===== src/rtl/wb_retire_buf_if.sv =====
// MEM -> WB instruction handoff bundle: valid/allowin handshake plus the retire payload.
// Latency: none, wires only.
// Backpressure: the slave drives ws_allowin; the master holds ms2ws_valid and payload until accepted.
interface wb_retire_buf_if #(
    parameter int PC_W   = 32,
    parameter int ADDR_W = 5,
    parameter int DATA_W = 32
);
    logic              ms2ws_valid;
    logic              ws_allowin;
    logic [PC_W-1:0]   ms_pc;
    logic              ms_rf_we;
    logic [ADDR_W-1:0] ms_rf_waddr;
    logic [DATA_W-1:0] ms_rf_wdata;
    logic              ms_csr_re;
    logic [13:0]       ms_csr_num;
    logic              ms_ex;
    logic [5:0]        ms_ecode;
    logic              ms_ertn;

    modport master (
        output ms2ws_valid, ms_pc, ms_rf_we, ms_rf_waddr, ms_rf_wdata,
               ms_csr_re, ms_csr_num, ms_ex, ms_ecode, ms_ertn,
        input  ws_allowin
    );

    modport slave (
        input  ms2ws_valid, ms_pc, ms_rf_we, ms_rf_waddr, ms_rf_wdata,
               ms_csr_re, ms_csr_num, ms_ex, ms_ecode, ms_ertn,
        output ws_allowin
    );
endinterface


===== src/rtl/wb_retire_buf.sv =====
// In-order DEPTH-entry writeback retire buffer with exception/ertn flush, ID bypass and debug trace.
// Latency: accepted at edge N, earliest retirement at the edge ending cycle N+1; head outputs are combinational.
// Backpressure: ws_allowin = (count < DEPTH), no pop-through; the head stalls while rf_wr_ready is low.
// Optional bypass scan enabled by defining WB_RETIRE_BYPASS_EN; otherwise fwd_* outputs are tied to 0.
module wb_retire_buf #(
    parameter int DEPTH  = 4,    // power of two, >= 2
    parameter int DATA_W = 32,
    parameter int ADDR_W = 5,
    parameter int PC_W   = 32
) (
    input  logic                         clk,
    input  logic                         resetn,

    wb_retire_buf_if.slave               ms,

    // regfile write port (shared, granted by rf_wr_ready)
    input  logic                         rf_wr_ready,
    output logic                         rf_we,
    output logic [ADDR_W-1:0]            rf_waddr,
    output logic [DATA_W-1:0]            rf_wdata,

    // CSR read at the head
    output logic                         csr_re,
    output logic [13:0]                  csr_num,
    input  logic [31:0]                  csr_rvalue,

    // exception / ertn retirement
    output logic                         wb_ex,
    output logic [5:0]                   wb_ecode,
    output logic [PC_W-1:0]              wb_pc,
    output logic                         ertn_flush,

    // ID bypass
    input  logic [ADDR_W-1:0]            id_raddr1,
    input  logic [ADDR_W-1:0]            id_raddr2,
    output logic                         fwd_hit1,
    output logic                         fwd_hit2,
    output logic [DATA_W-1:0]            fwd_data1,
    output logic [DATA_W-1:0]            fwd_data2,
    output logic                         fwd_stall,

    output logic [$clog2(DEPTH+1)-1:0]   occupancy,

    // debug trace
    output logic [31:0]                  debug_wb_pc,
    output logic [3:0]                   debug_wb_rf_we,
    output logic [4:0]                   debug_wb_rf_wnum,
    output logic [31:0]                  debug_wb_rf_wdata
);

    localparam int PTR_W = $clog2(DEPTH);
    localparam int CNT_W = $clog2(DEPTH+1);
    localparam logic [CNT_W-1:0] DEPTH_C = CNT_W'(DEPTH);

    // ------------------------------------------------------------------
    // Storage: valid bits are reset, payload is write-only on push
    // ------------------------------------------------------------------
    logic [PTR_W-1:0]  r_head;
    logic [PTR_W-1:0]  r_tail;
    logic [CNT_W-1:0]  r_count;
    logic [DEPTH-1:0]  r_vld;

    logic [PC_W-1:0]   r_pc     [DEPTH];
    logic              r_we     [DEPTH];
    logic [ADDR_W-1:0] r_waddr  [DEPTH];
    logic [DATA_W-1:0] r_wdata  [DEPTH];
    logic              r_csr_re [DEPTH];
    logic [13:0]       r_csr_num[DEPTH];
    logic              r_ex     [DEPTH];
    logic [5:0]        r_ecode  [DEPTH];
    logic              r_ertn   [DEPTH];

    // ------------------------------------------------------------------
    // Head view and retire decision
    // ------------------------------------------------------------------
    logic              w_head_vld;
    logic              w_h_we;
    logic              w_h_ex;
    logic              w_h_ertn;
    logic              w_h_csr_re;
    logic [DATA_W-1:0] w_csr_val;
    logic [DATA_W-1:0] w_h_data;
    logic              w_allowin;
    logic              w_retire;
    logic              w_flush;
    logic              w_push;

    assign w_head_vld = r_vld[r_head];
    assign w_h_we     = r_we[r_head];
    assign w_h_ex     = r_ex[r_head];
    assign w_h_ertn   = r_ertn[r_head];
    assign w_h_csr_re = r_csr_re[r_head];
    assign w_csr_val  = DATA_W'(csr_rvalue);
    assign w_h_data   = w_h_csr_re ? w_csr_val : r_wdata[r_head];

    // Instructions that do not write a GPR, and excepting ones, do not need the regfile grant.
    assign w_retire   = w_head_vld & (rf_wr_ready | ~w_h_we | w_h_ex);

    // A full buffer refuses input even when the head leaves this cycle.
    assign w_allowin  = (r_count < DEPTH_C);
    assign ms.ws_allowin = w_allowin;

    assign wb_ex      = w_retire & w_h_ex;
    assign ertn_flush = w_retire & w_h_ertn & ~w_h_ex;
    assign w_flush    = wb_ex | ertn_flush;

    // A push coinciding with a flush belongs to the squashed path and is dropped.
    assign w_push     = ms.ms2ws_valid & w_allowin & ~w_flush;

    // ------------------------------------------------------------------
    // Head-driven outputs, all zero while the buffer is empty
    // ------------------------------------------------------------------
    assign rf_we      = w_retire & w_h_we & ~w_h_ex;
    assign rf_waddr   = w_head_vld ? r_waddr[r_head]   : '0;
    assign rf_wdata   = w_head_vld ? w_h_data          : '0;
    assign csr_re     = w_head_vld & w_h_csr_re;
    assign csr_num    = w_head_vld ? r_csr_num[r_head] : '0;
    assign wb_pc      = w_head_vld ? r_pc[r_head]      : '0;
    assign wb_ecode   = wb_ex      ? r_ecode[r_head]   : '0;
    assign occupancy  = r_count;

    assign debug_wb_pc       = 32'(wb_pc);
    assign debug_wb_rf_we    = {4{rf_we}};
    assign debug_wb_rf_wnum  = 5'(rf_waddr);
    assign debug_wb_rf_wdata = 32'(rf_wdata);

    // ------------------------------------------------------------------
    // Sequential state
    // ------------------------------------------------------------------

    // Pointer, count and valid bookkeeping; a flush empties the buffer outright.
    always_ff @(posedge clk or negedge resetn) begin
        if (!resetn) begin
            r_head  <= '0;
            r_tail  <= '0;
            r_count <= '0;
            r_vld   <= '0;
        end else if (w_flush) begin
            r_head  <= '0;
            r_tail  <= '0;
            r_count <= '0;
            r_vld   <= '0;
        end else begin
            if (w_push) begin
                r_vld[r_tail] <= 1'b1;
                r_tail        <= r_tail + PTR_W'(1);
            end
            if (w_retire) begin
                r_vld[r_head] <= 1'b0;
                r_head        <= r_head + PTR_W'(1);
            end
            r_count <= r_count + CNT_W'(w_push) - CNT_W'(w_retire);
        end
    end

    // Payload capture at the tail slot; contents are meaningless until the valid bit is set.
    always_ff @(posedge clk) begin
        if (w_push) begin
            r_pc[r_tail]      <= ms.ms_pc;
            r_we[r_tail]      <= ms.ms_rf_we;
            r_waddr[r_tail]   <= ms.ms_rf_waddr;
            r_wdata[r_tail]   <= ms.ms_rf_wdata;
            r_csr_re[r_tail]  <= ms.ms_csr_re;
            r_csr_num[r_tail] <= ms.ms_csr_num;
            r_ex[r_tail]      <= ms.ms_ex;
            r_ecode[r_tail]   <= ms.ms_ecode;
            r_ertn[r_tail]    <= ms.ms_ertn;
        end
    end

    // ------------------------------------------------------------------
    // ID bypass
    // ------------------------------------------------------------------
`ifdef WB_RETIRE_BYPASS_EN
    // Storage slot holding the i-th oldest entry (i = 0 is the head).
    logic [PTR_W-1:0]  w_age_idx [DEPTH];
    logic [ADDR_W-1:0] w_raddr   [2];
    logic [1:0]        w_hit;
    logic [1:0]        w_stl;
    logic [DATA_W-1:0] w_fdat    [2];

    for (genvar a = 0; a < DEPTH; a++) begin : g_age
        assign w_age_idx[a] = r_head + PTR_W'(a);
    end

    assign w_raddr[0] = id_raddr1;
    assign w_raddr[1] = id_raddr2;

    for (genvar p = 0; p < 2; p++) begin : g_fwd
        logic              w_found;
        logic              w_win_head;
        logic              w_win_csr;
        logic [DATA_W-1:0] w_win_data;

        // Walk oldest to youngest; each later match overrides, so the youngest producer wins.
        always_comb begin
            w_found    = 1'b0;
            w_win_head = 1'b0;
            w_win_csr  = 1'b0;
            w_win_data = '0;
            for (int i = 0; i < DEPTH; i++) begin
                if (r_vld[w_age_idx[i]] && r_we[w_age_idx[i]] && !r_ex[w_age_idx[i]] &&
                    (r_waddr[w_age_idx[i]] == w_raddr[p]) && (w_raddr[p] != '0)) begin
                    w_found    = 1'b1;
                    w_win_head = (i == 0);
                    w_win_csr  = r_csr_re[w_age_idx[i]];
                    w_win_data = r_wdata[w_age_idx[i]];
                end
            end
        end

        // A CSR read is only resolved once it sits at the head; before that ID must wait.
        assign w_stl[p]  = w_found & w_win_csr & ~w_win_head;
        assign w_hit[p]  = w_found & ~w_stl[p];
        assign w_fdat[p] = !w_hit[p] ? '0 : (w_win_csr ? w_csr_val : w_win_data);
    end

    assign fwd_hit1  = w_hit[0];
    assign fwd_hit2  = w_hit[1];
    assign fwd_data1 = w_fdat[0];
    assign fwd_data2 = w_fdat[1];
    assign fwd_stall = |w_stl;
`else
    // Without bypass ID reads the regfile after retirement; the read indices are not needed here.
    logic w_unused_raddr;
    assign w_unused_raddr = ^{id_raddr1, id_raddr2};

    assign fwd_hit1  = 1'b0;
    assign fwd_hit2  = 1'b0;
    assign fwd_data1 = '0;
    assign fwd_data2 = '0;
    assign fwd_stall = 1'b0;
`endif

endmodule

===== src/flat_wrapper.sv =====
// flat-port wrapper written by rule: the top's interface ports become plain ports
module wb_retire_buf_flat 
#(
    parameter int DEPTH  = 4,                         
    parameter int DATA_W = 32,
    parameter int ADDR_W = 5,
    parameter int PC_W   = 32
)
  (clk, resetn, rf_wr_ready, rf_we, rf_waddr, rf_wdata, csr_re, csr_num, csr_rvalue, wb_ex, wb_ecode, wb_pc, ertn_flush, id_raddr1, id_raddr2, fwd_hit1, fwd_hit2, fwd_data1, fwd_data2, fwd_stall, occupancy, debug_wb_pc, debug_wb_rf_we, debug_wb_rf_wnum, debug_wb_rf_wdata, ms_ms2ws_valid, ms_ms_pc, ms_ms_rf_we, ms_ms_rf_waddr, ms_ms_rf_wdata, ms_ms_csr_re, ms_ms_csr_num, ms_ms_ex, ms_ms_ecode, ms_ms_ertn, ms_ws_allowin);
  wb_retire_buf_if #(.PC_W(PC_W), .ADDR_W(ADDR_W), .DATA_W(DATA_W)) ms_i ();
  input  logic clk;
  input  logic resetn;
  input  logic rf_wr_ready;
  output logic rf_we;
  output logic [ADDR_W-1:0] rf_waddr;
  output logic [DATA_W-1:0] rf_wdata;
  output logic csr_re;
  output logic [13:0] csr_num;
  input  logic [31:0] csr_rvalue;
  output logic wb_ex;
  output logic [5:0] wb_ecode;
  output logic [PC_W-1:0] wb_pc;
  output logic ertn_flush;
  input  logic [ADDR_W-1:0] id_raddr1;
  input  logic [ADDR_W-1:0] id_raddr2;
  output logic fwd_hit1;
  output logic fwd_hit2;
  output logic [DATA_W-1:0] fwd_data1;
  output logic [DATA_W-1:0] fwd_data2;
  output logic fwd_stall;
  output logic [$clog2(DEPTH+1)-1:0] occupancy;
  output logic [31:0] debug_wb_pc;
  output logic [3:0] debug_wb_rf_we;
  output logic [4:0] debug_wb_rf_wnum;
  output logic [31:0] debug_wb_rf_wdata;
  input wire logic [$bits(ms_i.ms2ws_valid)-1:0] ms_ms2ws_valid;
  input wire logic [$bits(ms_i.ms_pc)-1:0] ms_ms_pc;
  input wire logic [$bits(ms_i.ms_rf_we)-1:0] ms_ms_rf_we;
  input wire logic [$bits(ms_i.ms_rf_waddr)-1:0] ms_ms_rf_waddr;
  input wire logic [$bits(ms_i.ms_rf_wdata)-1:0] ms_ms_rf_wdata;
  input wire logic [$bits(ms_i.ms_csr_re)-1:0] ms_ms_csr_re;
  input wire logic [$bits(ms_i.ms_csr_num)-1:0] ms_ms_csr_num;
  input wire logic [$bits(ms_i.ms_ex)-1:0] ms_ms_ex;
  input wire logic [$bits(ms_i.ms_ecode)-1:0] ms_ms_ecode;
  input wire logic [$bits(ms_i.ms_ertn)-1:0] ms_ms_ertn;
  output wire logic [$bits(ms_i.ws_allowin)-1:0] ms_ws_allowin;
  assign ms_i.ms2ws_valid = ms_ms2ws_valid;
  assign ms_i.ms_pc = ms_ms_pc;
  assign ms_i.ms_rf_we = ms_ms_rf_we;
  assign ms_i.ms_rf_waddr = ms_ms_rf_waddr;
  assign ms_i.ms_rf_wdata = ms_ms_rf_wdata;
  assign ms_i.ms_csr_re = ms_ms_csr_re;
  assign ms_i.ms_csr_num = ms_ms_csr_num;
  assign ms_i.ms_ex = ms_ms_ex;
  assign ms_i.ms_ecode = ms_ms_ecode;
  assign ms_i.ms_ertn = ms_ms_ertn;
  assign ms_ws_allowin = ms_i.ws_allowin;
  wb_retire_buf #(.DEPTH(DEPTH), .DATA_W(DATA_W), .ADDR_W(ADDR_W), .PC_W(PC_W)) u_core (.clk(clk), .resetn(resetn), .ms(ms_i), .rf_wr_ready(rf_wr_ready), .rf_we(rf_we), .rf_waddr(rf_waddr), .rf_wdata(rf_wdata), .csr_re(csr_re), .csr_num(csr_num), .csr_rvalue(csr_rvalue), .wb_ex(wb_ex), .wb_ecode(wb_ecode), .wb_pc(wb_pc), .ertn_flush(ertn_flush), .id_raddr1(id_raddr1), .id_raddr2(id_raddr2), .fwd_hit1(fwd_hit1), .fwd_hit2(fwd_hit2), .fwd_data1(fwd_data1), .fwd_data2(fwd_data2), .fwd_stall(fwd_stall), .occupancy(occupancy), .debug_wb_pc(debug_wb_pc), .debug_wb_rf_we(debug_wb_rf_we), .debug_wb_rf_wnum(debug_wb_rf_wnum), .debug_wb_rf_wdata(debug_wb_rf_wdata));
endmodule

===== config.mk =====
export PLATFORM = sky130hd
export DESIGN_NAME = wb_retire_buf_flat
export DESIGN_NICKNAME = d
export VERILOG_FILES = /design/src/rtl/wb_retire_buf_if.sv /design/src/rtl/wb_retire_buf.sv /design/src/flat_wrapper.sv
export SDC_FILE = /design/constraint.sdc
export NUM_CORES = 1
export LEC_CHECK = 0
export CAP_MARGIN = 25
export CELL_PAD_IN_SITES_DETAIL_PLACEMENT = 0
export CELL_PAD_IN_SITES_GLOBAL_PLACEMENT = 1
export CORE_MARGIN = 2
export CORE_UTILIZATION = 42
export CTS_CLUSTER_DIAMETER = 100
export CTS_CLUSTER_SIZE = 20
export DETAILED_ROUTE_END_ITERATION = 8
export PLACE_DENSITY = 0.84
export SYNTH_ARGS = -nofsm -noshare
export SYNTH_HDL_FRONTEND = slang
export SYNTH_SLANG_ARGS = --single-unit

===== constraint.sdc =====
create_clock -name clk -period 8.4 [get_ports clk]
set_clock_uncertainty 0.05 [all_clocks]
set_input_delay 1.68 -clock clk [delete_from_list [all_inputs] [get_ports clk]]
set_output_delay 1.68 -clock clk [all_outputs]
set_load 0.01 [all_outputs]

==> flow_summary_export.csv <==
group,metric,value,unit
outcome,status,"finished, final reports clean",
synthesis,yosysWarningCount,0,
setup_path,path_cells,"mux2i_1, mux2_2, nor4_1, clkdlybuf4s50_1",
clock_tree,ctsResizeCount,0,
setup_path,worstSetupPathDepth,4,
floorplan,die_y,200,um
power_and_ir_drop,leakagePower,6.38,nW
route,avgViaCountPerCell,4.99,
clock_tree,clk_pin_slew_worst_paths,0.08,ns
floorplan,initial_core_util,0.428,
global_routing,grt_pass1_vias,8151,
synthesis,synth_top_area_frac,0.692,
setup_path,r2r_setup_slack,3.28,ns
sta,fin_tns_setup,0,ns
job,drv_cap,0,
floorplan,io_pins,376,
setup_path,arrival,4.07,ns
sta,finalHoldViolCount,0,
sta,max-slew-margin-rel,0.338,
route,drc,0,
route,wl,33400,um
synthesis,ys_types,32,
setup_path,critPathRequiredTime,6.67,ns
synthesis,async_reset_ff_frac,0.0287,
route,drt_iter0_markers,373,
finish,post-route-util,0.519,
hold_path,hp-class,"reg2reg",
setup_path,regToRegStartpoint,"u_core.r_head[0]",
place,portBuffers,298,
synthesis,synth_edf_count,372,
synthesis,yosys.area.top_type,"edfxtp_1",
power_and_ir_drop,total_power,5.97,mW
setup_path,crit_path_end_kind,"output pin",
floorplan,fp.dieW,200,um
sta,setup_viol,0,
sta,fin_crit_sh,0.690,
synthesis,syn_inst,860,
route,dr.pass1.iters,6,
global_routing,grt_overflow,0,
finish,layout_commonest_cell,"edfxtp_1",
global_routing,grt_pass1_wl,48500,um
sta,drv_slew,0,
clock_tree,htreeDepth,1,
setup_path,crit_slowest_cell,"dfrtp_4",
global_routing,grt_util_all_layers,0.164,
sta,rsz0062_at_grt,"false",
setup_path,worstReg2RegEnd,"u_core.r_pc[0][29]",
clock_tree,clockRootBuffer,"clkbuf_16",
setup_path,cpLargestDelayFamily,"flip-flops",
setup_path,crit_type,"reg2out",
place,dp_hpwl,20500,um
clock_tree,tritoncts,"done",
route,wire_per_inst,20.8,um
clock_tree,clock_latency,0.53,ns
synthesis,yosys_register_bits,383,
synthesis,yosys_most_used_dff,"edfxtp_1",
finish,mostFrequentLayoutCells,"372 x edfxtp_1, 298 x clkdlybuf4s50_1, 93 x mux4_2",
synthesis,ys_seq_area_frac,0.709,
power_and_ir_drop,ir_worst_vdd,0.198,mV
clock_tree,ctsHoldBuffers,0,
route,routed-via-count,7993,
setup_path,crit_buf_inv,1,
finish,fillers,3053,
floorplan,coreArea,37800,um2
sta,fin_crit,5.80,ns
synthesis,synth.area.top_cells,"edfxtp_1 69%, mux4_2 13%, buf_4 6.6%",
synthesis,synthesis.area,16200,um2
finish,drive_gt1_frac,0.129,
setup_path,cp-start-kind,"flip-flop",
setup_path,critPathMaxFanout,61,
clock_tree,cts_buffers,23,
global_routing,antenna_found_initial,3,
clock_tree,clock-sinks,383,
floorplan,rows,71,
finish,antenna_cells,0,
setup_path,crit_path_end,"rf_we",
finish,syn_to_final_growth,21.4,%
setup_path,cp-startpoint,"u_core.r_head[1]",
synthesis,syn_avg_cell_area,18.8,um2
floorplan,design.die.area,40000,um2
clock_tree,cts.path.max_buffers,3,
sta,worst_pin_slew,0.993,ns
sta,fmax,0.173,GHz
setup_path,ff2ff_path_depth,7,
clock_tree,post-cts-setup-buffers,0,
power_and_ir_drop,p_per_area,304,nW/um2
finish,nNetsFinal,1232,
global_routing,grt_max_degree,87,
place,routabilityCongestion,0.702,
route,antenna_left,0,
setup_path,max_stage_delay,1.07,ns
## metal layers
layer  GRT usage  share of wire  vias to the layer above
li1            -              -                     3547
met1       0.193           0.38                     4070
met2       0.291           0.50                      329
met3      0.0539          0.096                       41
met4      0.0422          0.024                        6
met5           0         0.0012                        -
## cells by family after synthesis
| logic type | Yosys count | synth area share |
|---|---|---|
| flip-flops | 383 | 0.709 |
| buffers and inverters | 187 | 0.0782 |
| multiplexers | 134 | 0.155 |
| AND/OR/NAND/NOR | 123 | 0.0396 |
| AO/OA/AOI/OAI | 18 | 0.00744 |
| adder cells (fa/ha/maj) | 11 | 0.00899 |
| XOR/XNOR | 3 | 0.00163 |
| other | 1 | 0.000232 |
## area by class of cell
class / instances / area, um2 / share of cell area
clock buffer: 29 / 598 / 0.0305
clock inverter: 4 / 56.3 / 0.00287
inverter: 10 / 37.5 / 0.00192
multi-input combinational: 356 / 3720 / 0.190
sequential: 383 / 11500 / 0.584
tap: 511 / 639 / 0.0326
timing repair buffer: 308 / 3100 / 0.158
## power breakdown
part           switching, mW  total (mW)  internal [mW]
registers              0.160        2.57           2.41
logic                   1.10        2.28           1.19
clock network          0.585        1.12          0.536
total                   1.84        5.97           4.13
## registers in the layout, summed over array words and instances, names as in the netlist, 3 cells and up
signal and cells:
u_core.r_we 4, u_core.r_vld 4, u_core.r_csr_num 56, u_core.r_pc 128, u_core.r_ertn 4, u_core.r_waddr 20
u_core.r_ecode 24, u_core.r_csr_re 4, u_core.r_wdata 128, u_core.occupancy 3, u_core.r_ex 4
## stage by stage
step / worst slack [ns] / instances / hold WS [ns] / cell area [um2]
floorplan: 1.41 / 926 / 0.503 / 16400
global placement: 2.66 / 1568 / 0.536 / 18900
detailed placement: 2.61 / 1568 / 0.569 / 18900
CTS: 2.43 / 1601 / 0.581 / 19600
global route: 2.29 / 1601 / 0.608 / 19600
finish: 2.60 / 1601 / 0.571 / 19600
## worst min-delay path, cell delays in order, from the launching register on
cell and delay, ns:
dfrtp_1 0.41, xnor2_1 0.14, nor2_1 0.04
## synthesized netlist by cell type, types with 2 or more instances
library cell  instances
o22ai_1               2
nor3_1                4
a211oi_1              4
edfxtp_1            372
buf_2                13
dfrtp_1              11
and3_1                6
ha_1                 10
buf_4               143
xnor2_1               3
mux4_2               93
o31ai_1               4
inv_1                10
and2_1               52
mux2i_1              39
mux2_2                2
clkbuf_1             19
nand2_1               5
nor2_1               48
a21oi_1               6
nor2b_1               3
## worst min-delay path by stage
stage | depth (start not counted) | slack, ns | startpoint | endpoint
finish | 2 | 0.57 | u_core.r_tail[0] | u_core.r_tail[0]
CTS | 2 | 0.58 | u_core.r_tail[0] | u_core.r_tail[0]
detailed placement | 2 | 0.57 | u_core.r_tail[0] | u_core.r_tail[0]
floorplan | 2 | 0.50 | u_core.r_vld[2] | u_core.r_vld[2]
global route | 2 | 0.61 | u_core.r_vld[2] | u_core.r_vld[2]
global placement | 2 | 0.54 | u_core.r_vld[0] | u_core.r_vld[0]
No activity file was read; power rests on OpenSTA's default activity.
